==> src/rtl/mem_arb_pkg.sv <==
// Shared types for the unified-memory arbiter (mem_arbiter and mem_arb_pick).
package mem_arb_pkg;

    typedef enum logic [1:0] {
        ST_IDLE,
        ST_REQ,
        ST_RESP
    } arb_state_t;

    typedef enum logic {
        OWN_I,
        OWN_D
    } arb_owner_t;

endpackage

==> src/rtl/mem_arb_pick.sv <==
// Winner select between fetch and data requesters.
// MEM_ARB_RR_EN selects round-robin on last_owner; otherwise data beats fetch.
module mem_arb_pick
    import mem_arb_pkg::*;
(
    input  logic       i_req,
    input  logic       d_req,
`ifdef MEM_ARB_RR_EN
    input  arb_owner_t last_owner,
`endif
    output arb_owner_t winner
);

    always_comb begin
        winner = OWN_I;
`ifdef MEM_ARB_RR_EN
        // On a tie the side that was not granted last time goes first.
        if (i_req && d_req) begin
            winner = (last_owner == OWN_I) ? OWN_D : OWN_I;
        end else if (d_req) begin
            winner = OWN_D;
        end
`else
        if (d_req) begin
            winner = OWN_D;
        end
`endif
    end

endmodule

==> src/rtl/mem_arbiter.sv <==
// Shares one single-port memory between fetch and load/store, one transaction in flight.
// Optional MEM_ARB_RR_EN: round-robin arbitration instead of data-over-fetch priority.
module mem_arbiter
    import mem_arb_pkg::*;
#(
    parameter int AW = 32,
    parameter int DW = 32
) (
    input  logic          clk,
    input  logic          reset,
    input  logic          i_req,
    input  logic [AW-1:0] i_addr,
    output logic          i_gnt,
    output logic          i_rvalid,
    output logic [DW-1:0] i_rdata,
    input  logic          d_req,
    input  logic          d_we,
    input  logic [AW-1:0] d_addr,
    input  logic [DW-1:0] d_wdata,
    output logic          d_gnt,
    output logic          d_rvalid,
    output logic [DW-1:0] d_rdata,
    output logic          m_req,
    output logic          m_we,
    output logic [AW-1:0] m_addr,
    output logic [DW-1:0] m_wdata,
    input  logic          m_gnt,
    input  logic          m_rvalid,
    input  logic [DW-1:0] m_rdata
);

    arb_state_t state_q, state_d;
    arb_owner_t owner_q, owner_d;
    arb_owner_t winner;
    arb_owner_t cur_owner;
    logic       drive_mem;
    logic       grant;

`ifdef MEM_ARB_RR_EN
    arb_owner_t last_owner_q, last_owner_d;

    mem_arb_pick u_pick (
        .i_req      (i_req),
        .d_req      (d_req),
        .last_owner (last_owner_q),
        .winner     (winner)
    );

    always_comb begin
        last_owner_d = last_owner_q;
        if (grant) begin
            last_owner_d = cur_owner;
        end
    end

    always_ff @(posedge clk or posedge reset) begin
        if (reset) begin
            last_owner_q <= OWN_I;
        end else begin
            last_owner_q <= last_owner_d;
        end
    end
`else
    mem_arb_pick u_pick (
        .i_req  (i_req),
        .d_req  (d_req),
        .winner (winner)
    );
`endif

    always_ff @(posedge clk or posedge reset) begin
        if (reset) begin
            state_q <= ST_IDLE;
            owner_q <= OWN_I;
        end else begin
            state_q <= state_d;
            owner_q <= owner_d;
        end
    end

    always_comb begin
        state_d   = state_q;
        owner_d   = owner_q;
        cur_owner = owner_q;
        drive_mem = 1'b0;
        grant     = 1'b0;
        i_gnt     = 1'b0;
        d_gnt     = 1'b0;
        i_rvalid  = 1'b0;
        d_rvalid  = 1'b0;
        i_rdata   = '0;
        d_rdata   = '0;

        case (state_q)
            ST_IDLE: begin
                if (i_req || d_req) begin
                    drive_mem = 1'b1;
                    cur_owner = winner;
                    owner_d   = winner;
                    grant     = m_gnt;
                    state_d   = m_gnt ? ST_RESP : ST_REQ;
                end
            end
            // Ownership is locked once presented; a late request from the other side waits.
            ST_REQ: begin
                drive_mem = 1'b1;
                if (m_gnt) begin
                    grant   = 1'b1;
                    state_d = ST_RESP;
                end
            end
            ST_RESP: begin
                if (m_rvalid) begin
                    state_d = ST_IDLE;
                    if (owner_q == OWN_D) begin
                        d_rvalid = 1'b1;
                        d_rdata  = m_rdata;
                    end else begin
                        i_rvalid = 1'b1;
                        i_rdata  = m_rdata;
                    end
                end
            end
            default: state_d = ST_IDLE;
        endcase

        if (grant) begin
            if (cur_owner == OWN_D) begin
                d_gnt = 1'b1;
            end else begin
                i_gnt = 1'b1;
            end
        end
    end

    // Memory-side fields stay at zero unless a request is actually being presented.
    always_comb begin
        m_req   = drive_mem;
        m_we    = 1'b0;
        m_addr  = '0;
        m_wdata = '0;
        if (drive_mem) begin
            if (cur_owner == OWN_D) begin
                m_we    = d_we;
                m_addr  = d_addr;
                m_wdata = d_wdata;
            end else begin
                m_addr  = i_addr;
            end
        end
    end

    a_i_hold: assert property (@(posedge clk) disable iff (reset)
        (state_q == ST_REQ && owner_q == OWN_I) |-> (i_req && $stable(i_addr)));

    a_d_hold: assert property (@(posedge clk) disable iff (reset)
        (state_q == ST_REQ && owner_q == OWN_D) |-> (d_req && $stable(d_addr) && $stable(d_we)));

endmodule

==> config.mk <==
export PLATFORM = sky130hd
export DESIGN_NAME = mem_arbiter
export DESIGN_NICKNAME = d
export VERILOG_FILES = /design/src/rtl/mem_arb_pkg.sv /design/src/rtl/mem_arb_pick.sv /design/src/rtl/mem_arbiter.sv
export SDC_FILE = /design/constraint.sdc
export NUM_CORES = 1
export LEC_CHECK = 0
export CORE_AREA = 3 3 103 105
export CTS_BUF_LIST = sky130_fd_sc_hd__clkbuf_8
export CTS_CLUSTER_SIZE = 16
export DETAILED_ROUTE_END_ITERATION = 10
export DIE_AREA = 0 0 106 108
export PLACE_DENSITY = 0.71
export SLEW_MARGIN = 10
export SYNTH_ARGS = -nofsm -noshare
export SYNTH_HDL_FRONTEND = slang
export SYNTH_SLANG_ARGS = --single-unit
==> constraint.sdc <==
create_clock -name clk -period 2.2 [get_ports clk]
set_input_delay 0.33 -clock clk [delete_from_list [all_inputs] [get_ports clk]]
set_output_delay 0.33 -clock clk [all_outputs]
set_load 0.01 [all_outputs]
==> summary.md, run 1 <==
| Metric | Value |
|---|---|
| Status | finished, violations left |
| Failing checks | setup timing |
| GPL Wtd Cong | 0.733 |
| Clock skew | 0.000812 ns |
| Max incr delay on CP | 0.40 ns |
| Syn_area_per_cell | about 6.6 um2 |
| Endpoint class of the critical path | output pin |
| DRT Pass-1 Iters | 3 |
| CTS H-Tree Depth | 1 |
| Max Cap Viol | 0 |
| Slew of the pin with the lowest slew margin | 0.240 ns |
| Final Cycle Share | 101% |
| Critical Path, Cell by Cell | or3b_4 > a22oi_2 > buf_6 > buf_16 > mux2i_1 > buf_2 |
| Synth area leaders | and2_1 38%, mux2i_1 21%, nand3_1 20%, dfrtp_1 4.7%, buf_12 3.8% |
| Post-route insts no fill | 644 |
| Worst slack at placement | -0.599 ns |
| Tmin final | about 2.2 ns |
| Final hold vios | 0 |
| RSZ-0062 raised after global routing | true |
| Gr usage total | ~15% |
| Clk Latency, worst-skew pair | 0.21 ns |
| Detailed Place HPWL | 7760 um |
| Pwr Density | 433 mW/mm2 |
| Die X | 106 um |
| Slowest CP cell | or3b_4 |
| Post-Syn Instances | approximately 240 |
| TritonCTS Buffers | 3 |
| First-pass GRT wire length | 14300 um |
| # DRC | 0 |
| Root buf cell | clkbuf_8 |
| Largest net degree at the start of global routing | 53 |
| Hold Path Class | input port to asynchronous set/reset pin |
| Port bufs | 268 |
| Count of cell types in the netlist | 22 |
| # rows | 36 |
| Area delta synth->final | 177% |
| Vias in the first global route | 2656 |
| Post-Syn Area | ~0.0016 mm2 |
| Final setup fails | 5 |
| Setup crit start kind | flip-flop |
| Core area | 0.00973 mm2 |
| Average vias per placed instance | 4.13 |
| CP Class | flip-flop to output pin |
| Drt total wl | between 9000 and 10000 um |
| Synth Register Bits | 3 |
| Worst setup margin | -0.0296 ns |
| Worst slew margin | 83.9% |
| TNS Setup | -0.0497 ns |
| Peak supply drop | between 150 and 200 uV |
| Syn nets | between 300 and 400 |
| Io pins | 269 |
| Ant diodes | 0 |
| CP required | ~1.9 ns |
| GR Overflow Total | 0 |
| Fmax | 449 MHz |
| Initial antenna violation count | 0 |
| Post-synthesis sequential area ratio | 4.69% |
| Die ar. | 0.0114 mm2 |
| Final count of pins violating max slew | 0 |
| DP Cell Count | 630 |
| Initial DRC count | 68 |
| Final net count | 647 |
| Final ANT Viol Nets | 0 |
| TritonCTS clock tree | built |
| Leading area contributor after synthesis | and2_1 |
| Tot Pwr | 1.92 mW |
| Critical-path maximum fanout | 5 |
| Post-synth top area share | 37.9% |
| Lkg Pwr | 2.29 nW |
| Hold buffer count at CTS | 0 |
| Clock transition at path regs | 0.03 ns |
| Arr. time, crit path | around 1.9 ns |
| Die height | 108 um |
| Vias | 2658 |
| Initial Util | 16.5% |
| R2R Setup Slk | a little under 0.7 ns |
| DR WL/cell | 15.1 um |
| CTS Sinks | 3 |
| Max clock buf depth | 2 |
| Layout cell share with drive strength beyond 1 | 14.9% |
| Synth Warn # | 0 |
## final cells by class
class | instances | area (um2)
fill | 1031 | 5290
timing repair buffer | 293 | 2770
multi-input combinational | 207 | 1370
tap | 133 | 166
sequential | 3 | 75.1
clock buffer | 3 | 41.3
inverter | 4 | 15.0
clock inverter | 1 | 3.75
## placed cells by master (no fill, tap or decap), types with 2 or more instances in the layout
| cell | n |
|---|---|
| and2_1 | 97 |
| buf_12 | 7 |
| buf_16 | 4 |
| buf_2 | 33 |
| buf_4 | 10 |
| buf_6 | 5 |
| clkbuf_2 | 6 |
| clkbuf_8 | 3 |
| clkdlybuf4s15_1 | 21 |
| clkdlybuf4s50_1 | 133 |
| dfrtp_1 | 3 |
| dlygate4sd2_1 | 73 |
| inv_1 | 4 |
| mux2i_1 | 33 |
| nand3_1 | 64 |
| nor2_1 | 2 |
| nor3b_2 | 2 |
## path summary, 6_finish.rpt
kind | startpoint | endpoint | depth (start not counted)
worst max register to register | state_q[1]$_DFFE_PP0P_ | owner_q$_DFF_PP0_ | 6
min in group clk | state_q[1]$_DFFE_PP0P_ | state_q[1]$_DFFE_PP0P_ | 3
worst min-delay path | reset | state_q[1]$_DFFE_PP0P_ | 2
max in group asynchronous | reset | state_q[0]$_DFFE_PP0P_ | 2
worst max-delay path | state_q[1]$_DFFE_PP0P_ | m_addr[18] | 6
worst min register to register | state_q[1]$_DFFE_PP0P_ | state_q[1]$_DFFE_PP0P_ | 3
## stage by stage
stage / hold slack (ns) / area (um2) / util, %
after global placement: 0.512 / 4470 / 45.9
after floorplan: 0.0836 / 1600 / -
after global routing: 0.304 / 4440 / 45.7
after detailed placement: 0.521 / 4470 / 45.9
final: 0.293 / 4440 / 45.7
after CTS: 0.294 / 4510 / 46.3
## critical path, delay by kind of cell (launching register included)
| family | cells | cell delay (ns) |
|---|---|---|
| AND/OR/NAND/NOR | 1 | 0.40 |
| buffers and inverters | 3 | 0.51 |
| flip-flops | 1 | 0.37 |
| AO/OA/AOI/OAI | 1 | 0.19 |
| multiplexers | 1 | 0.22 |
## power breakdown
group | internal [mW] | switching [mW]
combinational | 0.950 | 0.742
sequential | 0.0666 | 0.0109
clock | 0.119 | 0.0356
## synthesized netlist by cell type, drive strengths merged
cell	number
and4b	1
buf	11
nand2	1
dfrtp	3
clkbuf	16
o2bb2ai	1
mux2i	33
and3	1
nor2	3
nand3	64
or3b	1
nor3b	2
nand2b	1
or3	1
and2	97
a22oi	1
inv	4
## what timing repair did
action                                  CTS  global route
gates cloned                              6             0
resized for setup                       253            37
endpoints found under the setup margin  133            65
setup buffers                             8             0
pin swaps                                 5             3
## state kept, by name (all words and copies together) (netlist names)
signal	cells
state_q	2
owner_q	1
## cell families after synthesis
logic type / count (synthesis) / share of synthesized area [%]
and+or+nand+nor: 172 / 62.4
muxes: 33 / 20.6
buffers and inverters: 31 / 10.9
DFF: 3 / 4.69
AOI/OAI and AO/OA: 2 / 1.33
## layer usage
layer  GRT usage [%]  routed length, um  vias up  share of wire [%]
met5               0                  0        -                  0
met4            1.94                 24        0               0.25
met3            3.88                911        2                9.3
met2            30.1               5200      140                 53
met1            17.3               3620     1170                 37
li1                -                  -     1346                  -
Power figures use the tool's default switching activity.
==> run 2, diff against run 1 <==
SKIP_LAST_GASP = 1   (was default)
==> summary.md, run 2 (synthesis results as in run 1) <==
| Metric | Value |
|---|---|
| Hold Path Class | input port to asynchronous set/reset pin (unchanged) |
| Die X | 106 um (unchanged) |
| Ant diodes | 0 (unchanged) |
| # rows | 36 (unchanged) |
| Vias | 2742 (was 2658) |
| Vias in the first global route | 2668 (was 2656) |
| Detailed Place HPWL | 7760 um (unchanged) |
| Tot Pwr | 2.09 mW (was 1.92 mW) |
| Worst setup margin | -0.267 ns (was -0.0296 ns) |
| Fmax | 405 MHz (was 449 MHz) |
| Io pins | 269 (unchanged) |
| Layout cell share with drive strength beyond 1 | 15.8% (was 14.9%) |
| Critical-path maximum fanout | 6 (was 5) |
| Max Cap Viol | 0 (unchanged) |
| Worst slack at placement | -0.599 ns (unchanged) |
| Hold buffer count at CTS | 0 (unchanged) |
| RSZ-0062 raised after global routing | true (unchanged) |
| Critical Path, Cell by Cell | clkdlybuf4s50_1 > buf_4 > mux2i_1 > nor2_2 > buf_4 > buf_6 > and2_1 > clkdlybuf4s50_1 (was or3b_4 > a22oi_2 > buf_6 > buf_16 > mux2i_1 > buf_2) |
| Lkg Pwr | 2.56 nW (was 2.29 nW) |
| Initial Util | 16.5% (unchanged) |
| TritonCTS clock tree | built (unchanged) |
| Final setup fails | 90 (was 5) |
| Largest net degree at the start of global routing | 53 (unchanged) |
| # DRC | 0 (unchanged) |
| Slowest CP cell | clkdlybuf4s50_1 (was or3b_4) |
| Final ANT Viol Nets | 0 (unchanged) |
| DRT Pass-1 Iters | 4 (was 3) |
| Setup crit start kind | input port (was flip-flop) |
| Arr. time, crit path | 2.14 ns (was 1.90 ns) |
| Biggest regs | state_q x2, owner_q x1 (unchanged) |
| Area delta synth->final | 194% (was 177%) |
| Clk Latency, worst-skew pair | 0.21 ns (about the same) |
| Gr usage total | 15.4% (unchanged) |
| Status | finished, violations left (unchanged) |
| Core area | 0.00973 mm2 (unchanged) |
| Die ar. | 0.0114 mm2 (unchanged) |
| Register name with the most flops | state_q (unchanged) |
| Final hold vios | 0 (unchanged) |
| Failing checks | setup timing (unchanged) |
| GR Overflow Total | 0 (unchanged) |
| Drt total wl | 10300 um (was 9750 um) |
| Clock transition at path regs | 0.03 ns (about the same) |
| CP top delay family | buffers and inverters (unchanged) |
| Hold WS | 0.294 ns (was 0.293 ns) |
| Die height | 108 um (unchanged) |
| First-pass GRT wire length | 14300 um (about the same) |
| Peak supply drop | 192 uV (was 165 uV) |
| Port bufs | 268 (unchanged) |
| Initial DRC count | 68 (unchanged) |
| Worst slew margin | 83.8% (was 83.9%) |
| CTS Sinks | 3 (unchanged) |
| Final net count | 655 (was 647) |
| DR WL/cell | 15.9 um (was 15.1 um) |
| Final Cycle Share | 112% (was 101%) |
| TritonCTS Buffers | 3 (unchanged) |
| Endpoint class of the critical path | output pin (unchanged) |
| Max incr delay on CP | 0.57 ns (was 0.40 ns) |
| Max clock buf depth | 2 (unchanged) |
| Clock skew | 0.00120 ns (was 0.000812 ns) |
| CTS H-Tree Depth | 1 (unchanged) |
| Crit path buf inv count | 5 (was 3) |
| Tmin final | 2.47 ns (was 2.23 ns) |
| Largest register FFs | 2 (unchanged) |
| Slew of the pin with the lowest slew margin | 0.241 ns (was 0.240 ns) |
| Root buf cell | clkbuf_8 (unchanged) |
| Average vias per placed instance | 4.21 (was 4.13) |
| GPL Wtd Cong | 0.733 (unchanged) |
| Final count of pins violating max slew | 0 (unchanged) |
| CP required | 1.87 ns (about the same) |
| Most common cell after layout, fill and taps aside | clkdlybuf4s50_1 (unchanged) |
| CP Class | input port to output pin (was flip-flop to output pin) |
| Initial antenna violation count | 0 (unchanged) |
| Pwr Density | 445 mW/mm2 (was 433 mW/mm2) |
| Commonest cells after routing, fill and taps aside | 189 x clkdlybuf4s50_1, 97 x and2_1, 64 x nand3_1 (was 133 x clkdlybuf4s50_1, 97 x and2_1, 73 x dlygate4sd2_1) |
-- run 2: power by group --
group | total, mW | switching [mW] | leakage [nW] | internal [mW]
Clock | 0.153 | 0.0348 | 0.0269 | 0.119
Sequential | 0.0781 | 0.0115 | 0.0365 | 0.0666
Combinational | 1.86 | 0.773 | 2.50 | 1.09
-- run 2: routing by layer --
layer  global-route usage (%)  vias to the layer above  share of wire, %
met3                     3.88                        4               8.6
met4                     2.22                        0              0.46
met5                        0                        -                 0
met2                     30.0                      144                54
met1                     17.3                     1232                37
li1                         -                     1362                 -
-- run 2: what timing repair did --
action                     4_1_cts  5_1_grt
setup endpoints to repair      133      124
buffers inserted                 8        5
pin swaps                        5        1
gates cloned                     6        3
gates resized for setup        169       48
-- run 2: final cells by class --
cell class,count,area [um2]
clock buffer,3,41.3
timing repair buffer,301,3030
clock inverter,1,3.75
sequential,3,75.1
multi-input combinational,207,1370
inverter,4,15.0
tap,133,166
fill,958,5020
-- run 2: final timing paths --
| path | from | cells past startpoint | end | slack, ns |
|---|---|---|---|---|
| min in group clk | m_gnt | 2 | state_q[0]$_DFFE_PP0P_ | 0.76 |
| hold reg to reg | state_q[1]$_DFFE_PP0P_ | 3 | state_q[1]$_DFFE_PP0P_ | 0.76 |
| hold / removal | reset | 2 | state_q[1]$_DFFE_PP0P_ | 0.29 |
| setup / recovery | d_req | 8 | m_wdata[4] | -0.27 |
| max in group asynchronous | reset | 2 | state_q[0]$_DFFE_PP0P_ | 1.77 |
| setup reg to reg | state_q[0]$_DFFE_PP0P_ | 7 | owner_q$_DFF_PP0_ | 0.61 |
-- run 2: per-stage QoR --
stage	cell area, um2	TNS [ns]	instances	util, %
2_1_floorplan	1600	0	241	-
3_3_place_gp	4470	-28.34	630	45.9
3_5_place_dp	4470	-29.75	630	45.9
4_1_cts	4610	-15.03	648	47.4
5_1_grt	4710	-19.71	652	48.4
6_report	4710	-11.77	652	48.4
-- run 2: worst reg2reg max path, stage by stage, from the launching register on --
cell,delay (ns)
dfrtp_1,0.38
or3b_4,0.41
a22oi_2,0.19
buf_4,0.14
buf_6,0.11
buf_12,0.13
buf_4,0.11
inv_2,0.02
